$ cat src/rtl/sram_dp_pkg.sv
// Shared types for the SRAM datapath controller.
//   op_t    : command encoding presented on op_code
//   state_t : controller FSM states
package sram_dp_pkg;

    typedef enum logic [1:0] {
        OP_NOP   = 2'b00,
        OP_READ  = 2'b01,
        OP_WRITE = 2'b10,
        OP_COPY  = 2'b11
    } op_t;

    typedef enum logic [2:0] {
        ST_IDLE,
        ST_RD_ISSUE,
        ST_RD_WAIT,
        ST_WR,
        ST_DONE
    } state_t;

endpackage

$ cat src/rtl/sram_datapath_ctrl_flex_counter.sv
// Parametrised rollover counter.
//   clk, n_rst    : clock, asynchronous active-low reset
//   clear         : synchronous return to zero (wins over count_enable)
//   count_enable  : advance by one; wraps to zero after rollover_val
//   rollover_val  : terminal count
//   count_out     : current count
//   rollover_flag : high while count_out equals rollover_val
module flex_counter #(
    parameter int W = 4
) (
    input  logic         clk,
    input  logic         n_rst,
    input  logic         clear,
    input  logic         count_enable,
    input  logic [W-1:0] rollover_val,
    output logic [W-1:0] count_out,
    output logic         rollover_flag
);

    always_ff @(posedge clk or negedge n_rst) begin
        if (!n_rst) begin
            count_out <= '0;
        end else if (clear) begin
            count_out <= '0;
        end else if (count_enable) begin
            if (count_out == rollover_val) begin
                count_out <= '0;
            end else begin
                count_out <= count_out + W'(1);
            end
        end
    end

    assign rollover_flag = (count_out == rollover_val);

endmodule

$ cat src/rtl/sram_datapath_ctrl.sv
// Single-port SRAM command sequencer: NOP / READ / WRITE / multi-word COPY
// behind a start/busy/done handshake, with a configurable read latency.
//   clk, n_rst               : clock, asynchronous active-low reset
//   start, op_code           : command request (taken only in IDLE)
//   address_one, address_two : source (or READ/WRITE) address, COPY destination
//   length                   : COPY moves length+1 words
//   data_in                  : WRITE data
//   data_out                 : last word read, held until the next capture
//   busy, done               : handshake status
//   sram_re, sram_we, sram_addr, sram_wdata, sram_rdata : SRAM port
// Every output is a register or a decode of registers only.
module sram_datapath_ctrl
    import sram_dp_pkg::*;
#(
    parameter int DATA_W = 32,
    parameter int ADDR_W = 7,
    parameter int LEN_W  = 7,
    parameter int RD_LAT = 1
) (
    input  logic              clk,
    input  logic              n_rst,
    input  logic              start,
    input  logic [1:0]        op_code,
    input  logic [ADDR_W-1:0] address_one,
    input  logic [ADDR_W-1:0] address_two,
    input  logic [LEN_W-1:0]  length,
    input  logic [DATA_W-1:0] data_in,
    output logic [DATA_W-1:0] data_out,
    output logic              busy,
    output logic              done,
    output logic              sram_re,
    output logic              sram_we,
    output logic [ADDR_W-1:0] sram_addr,
    output logic [DATA_W-1:0] sram_wdata,
    input  logic [DATA_W-1:0] sram_rdata
);

    localparam int              LAT_W   = (RD_LAT > 1) ? $clog2(RD_LAT) : 1;
    localparam logic [LAT_W-1:0] LAT_MAX = LAT_W'(RD_LAT - 1);

    state_t state, next_state;

    op_t               op_q;
    logic [ADDR_W-1:0] src_q;
    logic [ADDR_W-1:0] dst_q;
    logic [LEN_W-1:0]  len_q;
    logic [DATA_W-1:0] buf_q;

    logic              accept;
    logic              is_copy;
    logic              lat_last;
    logic [LAT_W-1:0]  lat_count_unused;
    logic [LEN_W-1:0]  word_cnt;
    logic              word_last;
    logic [ADDR_W-1:0] offset;

    assign accept  = (state == ST_IDLE) && start;
    assign is_copy = (op_q == OP_COPY);

    // Read-latency timer: zeroed while issuing, counts through RD_WAIT and
    // flags the final wait cycle, where the read data is captured.
    flex_counter #(.W(LAT_W)) u_lat_cnt (
        .clk           (clk),
        .n_rst         (n_rst),
        .clear         (state == ST_RD_ISSUE),
        .count_enable  (state == ST_RD_WAIT),
        .rollover_val  (LAT_MAX),
        .count_out     (lat_count_unused),
        .rollover_flag (lat_last)
    );

    // Word counter: counts completed COPY words up to the latched length.
    // Its value doubles as the address offset from both base addresses, so
    // source and destination advance together and wrap modulo 2^ADDR_W.
    flex_counter #(.W(LEN_W)) u_word_cnt (
        .clk           (clk),
        .n_rst         (n_rst),
        .clear         (accept),
        .count_enable  ((state == ST_WR) && is_copy && !word_last),
        .rollover_val  (len_q),
        .count_out     (word_cnt),
        .rollover_flag (word_last)
    );

    assign offset = ADDR_W'(word_cnt);

    always_ff @(posedge clk or negedge n_rst) begin
        if (!n_rst) begin
            state <= ST_IDLE;
        end else begin
            state <= next_state;
        end
    end

    always_comb begin
        next_state = state;
        case (state)
            ST_IDLE: begin
                if (start) begin
                    case (op_code)
                        OP_NOP:   next_state = ST_DONE;
                        OP_WRITE: next_state = ST_WR;
                        default:  next_state = ST_RD_ISSUE;
                    endcase
                end
            end
            ST_RD_ISSUE: next_state = ST_RD_WAIT;
            ST_RD_WAIT: begin
                if (lat_last) begin
                    next_state = is_copy ? ST_WR : ST_DONE;
                end
            end
            ST_WR: begin
                next_state = (is_copy && !word_last) ? ST_RD_ISSUE : ST_DONE;
            end
            ST_DONE: next_state = ST_IDLE;
            default: next_state = ST_IDLE;
        endcase
    end

    // Command latch at acceptance; read capture at the end of RD_WAIT.
    // For WRITE the destination is address_one and the buffer holds data_in,
    // so the WR state drives dst_q/buf_q regardless of the command.
    always_ff @(posedge clk or negedge n_rst) begin
        if (!n_rst) begin
            op_q     <= OP_NOP;
            src_q    <= '0;
            dst_q    <= '0;
            len_q    <= '0;
            buf_q    <= '0;
            data_out <= '0;
        end else begin
            if (accept) begin
                op_q  <= op_t'(op_code);
                src_q <= address_one;
                dst_q <= (op_code == OP_WRITE) ? address_one : address_two;
                len_q <= length;
                buf_q <= data_in;
            end
            if ((state == ST_RD_WAIT) && lat_last) begin
                buf_q    <= sram_rdata;
                data_out <= sram_rdata;
            end
        end
    end

    assign busy       = (state != ST_IDLE);
    assign done       = (state == ST_DONE);
    assign sram_re    = (state == ST_RD_ISSUE);
    assign sram_we    = (state == ST_WR);
    assign sram_addr  = (state == ST_RD_ISSUE) ? src_q + offset :
                        (state == ST_WR)       ? dst_q + offset : '0;
    assign sram_wdata = (state == ST_WR) ? buf_q : '0;

endmodule

$ cat config.mk
export PLATFORM = sky130hd
export DESIGN_NAME = sram_datapath_ctrl
export DESIGN_NICKNAME = d
export VERILOG_FILES = /design/src/rtl/sram_dp_pkg.sv /design/src/rtl/sram_datapath_ctrl_flex_counter.sv /design/src/rtl/sram_datapath_ctrl.sv
export SDC_FILE = /design/constraint.sdc
export NUM_CORES = 1
export LEC_CHECK = 0
export BUFFER_PORTS_ARGS = -buffer_cell sky130_fd_sc_hd__buf_4
export CAP_MARGIN = 0
export CORE_UTILIZATION = 46
export DETAILED_ROUTE_END_ITERATION = 10
export GPL_ROUTABILITY_DRIVEN = 0
export PLACE_DENSITY_LB_ADDON = 0.2
export SYNTH_ARGS = -nofsm -noshare
export SYNTH_HDL_FRONTEND = slang
export SYNTH_SLANG_ARGS = --single-unit
$ cat constraint.sdc
create_clock -name clk -period 2.43 [get_ports clk]
set_input_delay 0.729 -clock clk [delete_from_list [all_inputs] [get_ports clk]]
set_output_delay 0.729 -clock clk [all_outputs]
set_load 0.05 [all_outputs]
==> metrics.md, run 1 <==
| Metric | Value |
|---|---|
| Grt total ovfl | 0 |
| Compound-cell area share of the yosys netlist | 11.4% |
| Minimum clock period | 3080 ps |
| Lkg Pwr | roughly 3.7 nW |
| RR Startpoint | state[1]$_DFFE_PN0P_ |
| WP data arrival | 2350 ps |
| Synth top cells by count | 158 x nand2_1, 97 x dfrtp_1, 53 x o21ai_0 |
| Initial antenna violation count | 0 |
| Buffers added on ports | approximately 160 |
| R2r setup slk | about 470 ps |
| Slew @ Worst Pin | about 550 ps |
| Failing checks | negative setup slack |
| Setup Skew | ~11 ps |
| Worst-skew pair later-pin latency | 370 ps |
| Worst Setup EP | sram_addr[6] |
| Clk root buf | clkbuf_8 |
| Diode count | 0 |
| Ys async rst share | 100% |
| Post-synthesis mux area share | roughly 8.0% |
| Drt total wl | 13300 um |
| Finish-stage setup viols | 7 |
| CP required | roughly 1700 ps |
| IO Pins | around 170 |
| Post-synthesis cell type count | 46 |
| Most frequent cell after synthesis | nand2_1 |
| Fillcell total | 840 |
| Top_reg_cell synth | dfrtp_1 |
| Reg2reg end | buf_q[7]$_DFFE_PN0P_ |
| Max_cap viols | 0 |
| Largest net degree at the start of global routing | 65 |
| Fmax | 325 MHz |
| Final WS setup | -652 ps |
| Crit path launch type | flip-flop |
| WS Path Type | flip-flop to primary output |
| Setup crit start | u_word_cnt.count_out[0]$_DFFE_PN0P_ |
| CP Capture Type | primary output |
| Slew Limit Fails | 0 |
| Sequential share of the synthesized area | between 40% and 50% |
| DRC errors left | 0 |
| Power Total | 8.35 mW |
| Area taken by multi-input logic gates | 0.00250 mm2 |
| Post-synthesis cell count | 517 |
| Synth Net Count | 622 |
| VDD IR max | around 0.00065 V |
| CTS buffer count | 9 |
| Worst Hold Class | primary input to asynchronous set/reset pin |
| Via/cell ratio | between 5 and 6 |
| CTS tree | built |
| Largest family of logic cells by synthesized area | simple AND/OR/NAND/NOR gates |
| RSZ-0062 raised after global routing | true |
| Final Hold Fails | 0 |
| Final Util | 67.9% |
| Chip height | 105 um |
| Starting Density | 47.3% |
| Cell Count, Final, Fillers Out | 847 |
| Num rows | 37 |
| DR pass1 iterations | 4 |
| WL per Instance | 15.7 um |
| Status | finished, violations left |
| Reg area | 0.00243 mm2 |
| Xor-xnor portion of the synthesized cell area | 2.70% |
| Nets | about 800 |
| Mean Syn Cell Area | 9.40 um2 |
| Post-DP HPWL | 9560 um |
| CTS sink cnt | 97 |
| Synth area leader | dfrtp_1 |
| Number of global-route vias before repair | 4481 |
| Core Area | 0.0103 mm2 |
| First-pass GRT wire length | between 20000 and 25000 um |
| Register-to-Register Path Depth | 7 |
| Inst Count DP | 825 |
| Horiz. Die Dim | around 100 um |
| Initial DRC Count | 211 |
| Pwr Density | 1200 mW/mm2 |
| P&R area growth vs syn | 43.6% |
| Layout cell share with drive strength beyond 1 | about 36% |
| Worst Path Max Fanout | 3 |
| Simple-Gate Fraction of Synth Area | between 20% and 30% |
| Antenna Violating Nets Remaining | 0 |
| Tcrit/Tclk final | 127% |
| Syn. warnings | 0 |
| Setup TNS Final | -2410 ps |
| DR vias | between 4000 and 5000 |
| Die area | 0.0110 mm2 |
| CTS clk-pin slew, worst paths | 110 ps |
| Synth top area share | approximately 50% |
| Mapped Area | 0.00486 mm2 |
| Adder-Cell Fraction of Synth Area | 4.17% |
| Post-synth EDFFs | 0 |
| Rel. slew slack | 63.5% |
| All-layer global routing usage | 25.2% |
| Synthesized flop and latch total | 97 |
| Top cells by area, synth | dfrtp_1 50%, nand2_1 12%, mux2i_1 8.0%, o21ai_0 5.5%, and3_1 4.1% |
| H-tree depth | 3 |
| Clock Path Buffers | 2 |
==> layout by cell type, fill, tap and decap left out, types with 7 or more instances in the layout <==
cell type  Yosys  routed
xnor2_1       12      10
nand2_1      158     158
mux2i_1       39      39
buf_4          1     193
clkbuf_8       0       9
ha_1          13       8
dfrtp_1       97      94
and3_1        32      32
nor2_1         7       7
o21ai_0       53      49
a21oi_1       13      10
buf_6          0       9
==> worst max-delay path, stage by stage (launching register included) <==
cell and delay (ps):
dfrtp_2 450, ha_4 180, fa_2 340, a211oi_2 260
o21bai_1 110, a21oi_2 200, xnor2_2 100, o22ai_4 170
buf_6 180
==> routing by layer <==
layer	wire length, um	GRT usage, %	vias to the layer above
met1	5740	32.7	2098
met3	723	4.80	17
met5	0	0	-
met2	6530	41.8	132
li1	-	-	2136
met4	268	9.66	0
==> cell type report <==
class	instances	area share (%)
Clock buffer	10	1.83
Clock inverter	6	1.42
Inverter	8	0.556
Multi-Input combinational cell	385	35.9
Sequential cell	97	34.8
Tap cell	136	2.44
Timing Repair Buffer	205	23.1
==> per-stage QoR <==
stage                     hold slack, ps  instance area, um2  setup WS [ps]
final                                329                6980           -652
after global routing                 357                6980           -775
after CTS                            339                6940           -630
after detailed placement             465                6570           -319
after global placement               460                6570           -260
after floorplan                      433                4970           -240
==> sequential cells by signal, summed over array words and instances (netlist names) <==
name,cells
buf_q,32
data_out,32
dst_q,7
len_q,7
src_q,7
u_word_cnt.count_out,7
state,3
op_q,2
==> worst min-delay path by stage <==
stage / from / endpoint / slack (ps) / cells past startpoint
6_report: n_rst / data_out[28]$_DFFE_PN0P_ / 330 / 1
5_1_grt: n_rst / data_out[25]$_DFFE_PN0P_ / 360 / 1
4_1_cts: n_rst / data_out[25]$_DFFE_PN0P_ / 340 / 1
3_5_place_dp: data_out[7]$_DFFE_PN0P_ / data_out[7]$_DFFE_PN0P_ / 460 / 2
3_3_place_gp: data_out[27]$_DFFE_PN0P_ / data_out[27]$_DFFE_PN0P_ / 460 / 2
2_1_floorplan: n_rst / buf_q[0]$_DFFE_PN0P_ / 430 / 0
==> cell families after synthesis <==
logic type / Yosys count
compound gates: 94
simple gates: 222
flops: 97
fa+ha+maj: 15
xor+xnor: 15
mux: 39
buf+inv: 35
==> report_power, final <==
group | internal (mW) | switching [mW] | leakage, nW
clock network | 0.599 | 0.604 | 0.111
registers | 2.35 | 0.428 | 1.20
logic | 1.57 | 2.80 | 2.40
==> timing repair <==
action | in CTS | in global routing
resized for setup | 23 | 4
hold buffers | 0 | 0
endpoints found under the setup margin | 27 | 16
pin swaps | 16 | 5
buffers inserted | 4 | 2
Power figures use the tool's default switching activity.
==> run 2, diff against run 1 <==
Settings changed: CORE_UTILIZATION 46 to 50, SYNTH_HIERARCHICAL set to 1.
Clock period 2.43 ns to 3.9 ns, I/O delays scaled along.
==> run 2 against run 1 <==
Net effect: critical path type unchanged; critical path depth is the same; sequential power shrank 36%; setup slack gained 810 ps; the flow now finishes without violations; largest power group unchanged; synthesized cell count shrank 6.8%.
==> metrics.md, run 2 <==
| Metric | Value |
|---|---|
| Buffers added on ports | 164 |
| Worst hold margin | ~480 ps |
| Core Area | 0.00973 mm2 |
| Dpl ws | 550 ps |
| CP required | approximately 2700 ps |
| CTS tree | built |
| Post-DP HPWL | between 8000 and 9000 um |
| Synth Net Count | between 500 and 600 |
| Fillcell total | ~830 |
| First-pass GRT wire length | 19500 um |
| P&R area growth vs syn | 29.4% |
| Final WS setup | 158 ps |
| Diode count | 0 |
| Share of power burned in the clock network | 12.8% |
| Clk root buf | clkbuf_8 |
| Crit path launch type | flip-flop |
| Antenna Violating Nets Remaining | 0 |
| Status | completed |
| Horiz. Die Dim | roughly 100 um |
| Finish-stage setup viols | 0 |
| Starting Density | about half |
| Fmax | 267 MHz |
| Most common cell after layout, fill and taps aside | buf_4 |
| Post-synth EDFFs | 0 |
| Largest net degree at the start of global routing | 66 |
| Area after DPL | 0.00625 mm2 |
| Layout cell share with drive strength beyond 1 | 33.2% |
| Net switching power | 2.39 mW |
| Die area | 0.0104 mm2 |
| DRC errors left | 0 |
| WL per Instance | approximately 16 um |
| H-tree depth | 3 |
| Biggest regs | buf_q x32, data_out x32 |
| Initial DRC Count | 133 |
| All-layer global routing usage | 24.4% |
| DR pass1 iterations | 4 |
| Most frequent cell after synthesis | nand2_1 |
| Worst Hold Class | flip-flop to flip-flop |
| Worst-skew pair later-pin latency | 360 ps |
| CTS sink cnt | 98 |
| Final Cell Area | 0.00645 mm2 |
| Mean Syn Cell Area | between 10 and 15 um2 |
| Reg power frac | 34.2% |
| WP data arrival | 2570 ps |
| Slew @ Worst Pin | 993 ps |
| Top_reg_cell synth | dfrtp_1 |
| Tcrit/Tclk final | 96.0% |
| DR vias | 4097 |
| Via/cell ratio | 5.29 |
| Lkg Pwr | 3.31 nW |
| Reg area | 0.00245 mm2 |
| Logic gate share of total power | 53.0% |
| Setup TNS Final | 0 ps |
| Hold depth | 2 |
| Switching Fraction | about 46% |
| Most frequent cells in the layout | 171 x buf_4, 104 x nand2_1, 98 x dfrtp_1 |
| Post-synthesis cell count | 482 |
| Hold worst-path end | data_out[20]$_DFFE_PN0P_ |
| Nets | 744 |
| WS Path Type | flip-flop to primary output |
| Post-synthesis cell type count | 47 |
| Ys async rst share | 100% |
| Max_cap viols | 0 |
| Syn. warnings | 6 |
| CP Capture Type | primary output |
| Sequential share of the synthesized area | 49.2% |
| Mapped Area | 0.00499 mm2 |
| Register-to-Register Path Depth | 4 |
| Top cells by area, synth | dfrtp_1 49%, mux2i_1 8.0%, nand2_1 7.8%, mux2_2 4.1%, and3_1 4.0% |
| Area taken by multi-input logic gates | 0.00229 mm2 |
| Hold Startpoint | data_out[20]$_DFFE_PN0P_ |
| VDD IR max | 0.000438 V |
| RSZ-0062 raised after global routing | false |
| Slew Limit Fails | 0 |
| Synth top cells by count | 104 x nand2_1, 98 x dfrtp_1, 40 x mux2i_1 |
| Clock Path Buffers | 2 |
| Internal Power | 2.79 mW |
| Drt total wl | roughly 12000 um |
| RR Startpoint | state[0]$_DFFE_PN0P_ |
| Final Hold Fails | 0 |
| Minimum clock period | between 3000 and 4000 ps |
| Initial antenna violation count | 0 |
| Pwr Density | 803 mW/mm2 |
| Synth area leader | dfrtp_1 |
| Synth top area share | 49.2% |
| PostCTS Resize Cnt | 0 |
| Number of global-route vias before repair | a little over 4000 |
| Worst Path Max Fanout | 8 |
| Setup Skew | 6.27 ps |
| Grt total ovfl | 0 |
| Synthesized flop and latch total | 98 |
| Num rows | 36 |
| CTS clk-pin slew, worst paths | 90 ps |
| R2r setup slk | 1490 ps |
| Final Util | about two thirds |
| Rel. slew slack | roughly a third |
| Chip height | 102 um |
| Reg2reg end | len_q[6]$_DFFE_PN0P_ |
| Hold-fix buffers, CTS | 0 |
| Setup Buffers After CTS | 0 |
| IO Pins | between 150 and 200 |
| CTS buffer count | 9 |
==> run 2: how the worst max path moves through the flow <==
stage                                        start            to  slack (ps)  depth (start not counted)
5_1_grt        u_word_cnt/count_out[0]$_DFFE_PN0P_  sram_addr[6]           6                          8
4_1_cts        u_word_cnt/count_out[0]$_DFFE_PN0P_  sram_addr[6]         130                          8
2_1_floorplan  u_word_cnt/count_out[0]$_DFFE_PN0P_  sram_addr[4]          80                          7
3_5_place_dp   u_word_cnt/count_out[0]$_DFFE_PN0P_  sram_addr[6]         550                          8
6_report       u_word_cnt/count_out[0]$_DFFE_PN0P_  sram_addr[6]         160                          8
3_3_place_gp   u_word_cnt/count_out[0]$_DFFE_PN0P_  sram_addr[6]         560                          8
==> run 2: worst max-delay path: stages (launching register included) <==
cell and delay, ps:
dfrtp_1 490, ha_1 270, fa_1 430, a211oi_1 280
o21bai_1 120, a21oi_1 180, xnor2_1 90, o22ai_1 140
buf_4 220
==> run 2: routing by layer <==
metal	GRT usage (%)	up-vias	share of wire, %
met4	8.57	0	0.95
met2	40.2	111	50
met1	32.2	2007	45
li1	-	1969	-
met5	0	-	0
met3	4.99	10	4.7
==> run 2: power groups by stage <==
stage,registers [mW],clock network [mW],logic [mW]
6_report,1.77,0.665,2.75
5_1_grt,1.83,0.731,2.96
4_1_cts,1.77,0.687,2.76
3_5_place_dp,1.79,0,2.76
3_3_place_gp,1.76,0,2.70
2_1_floorplan,2.23,0,1.58
==> run 2: through the flow <==
step / std cells / power [mW]
2_1_floorplan: 482 / 3.81
3_3_place_gp: 760 / 4.46
3_5_place_dp: 760 / 4.55
4_1_cts: 775 / 5.22
5_1_grt: 775 / 5.52
6_report: 775 / 5.18
==> run 2: cell families (layout without fill, tap and decap cells) <==
logic type      count (synthesis)  count (layout)  synth area share [%]
xor+xnor                       20              20                  3.51
buf+inv                        37             197                  4.87
simple gates                  170             170                  16.1
fa+ha+maj                      16              16                  4.32
flops                          98              98                  49.2
other cells                     1               1                0.0752
mux                            58              58                  12.1
compound gates                 82              82                  9.86
==> run 2: area by class of cell <==
class | instances | area share (%)
clock inverter | 5 | 0.989
tap | 133 | 2.58
multi-input combinational | 347 | 35.5
clock buffer | 10 | 2.13
timing repair buffer | 172 | 20.2
sequential | 98 | 38.0
inverter | 10 | 0.582
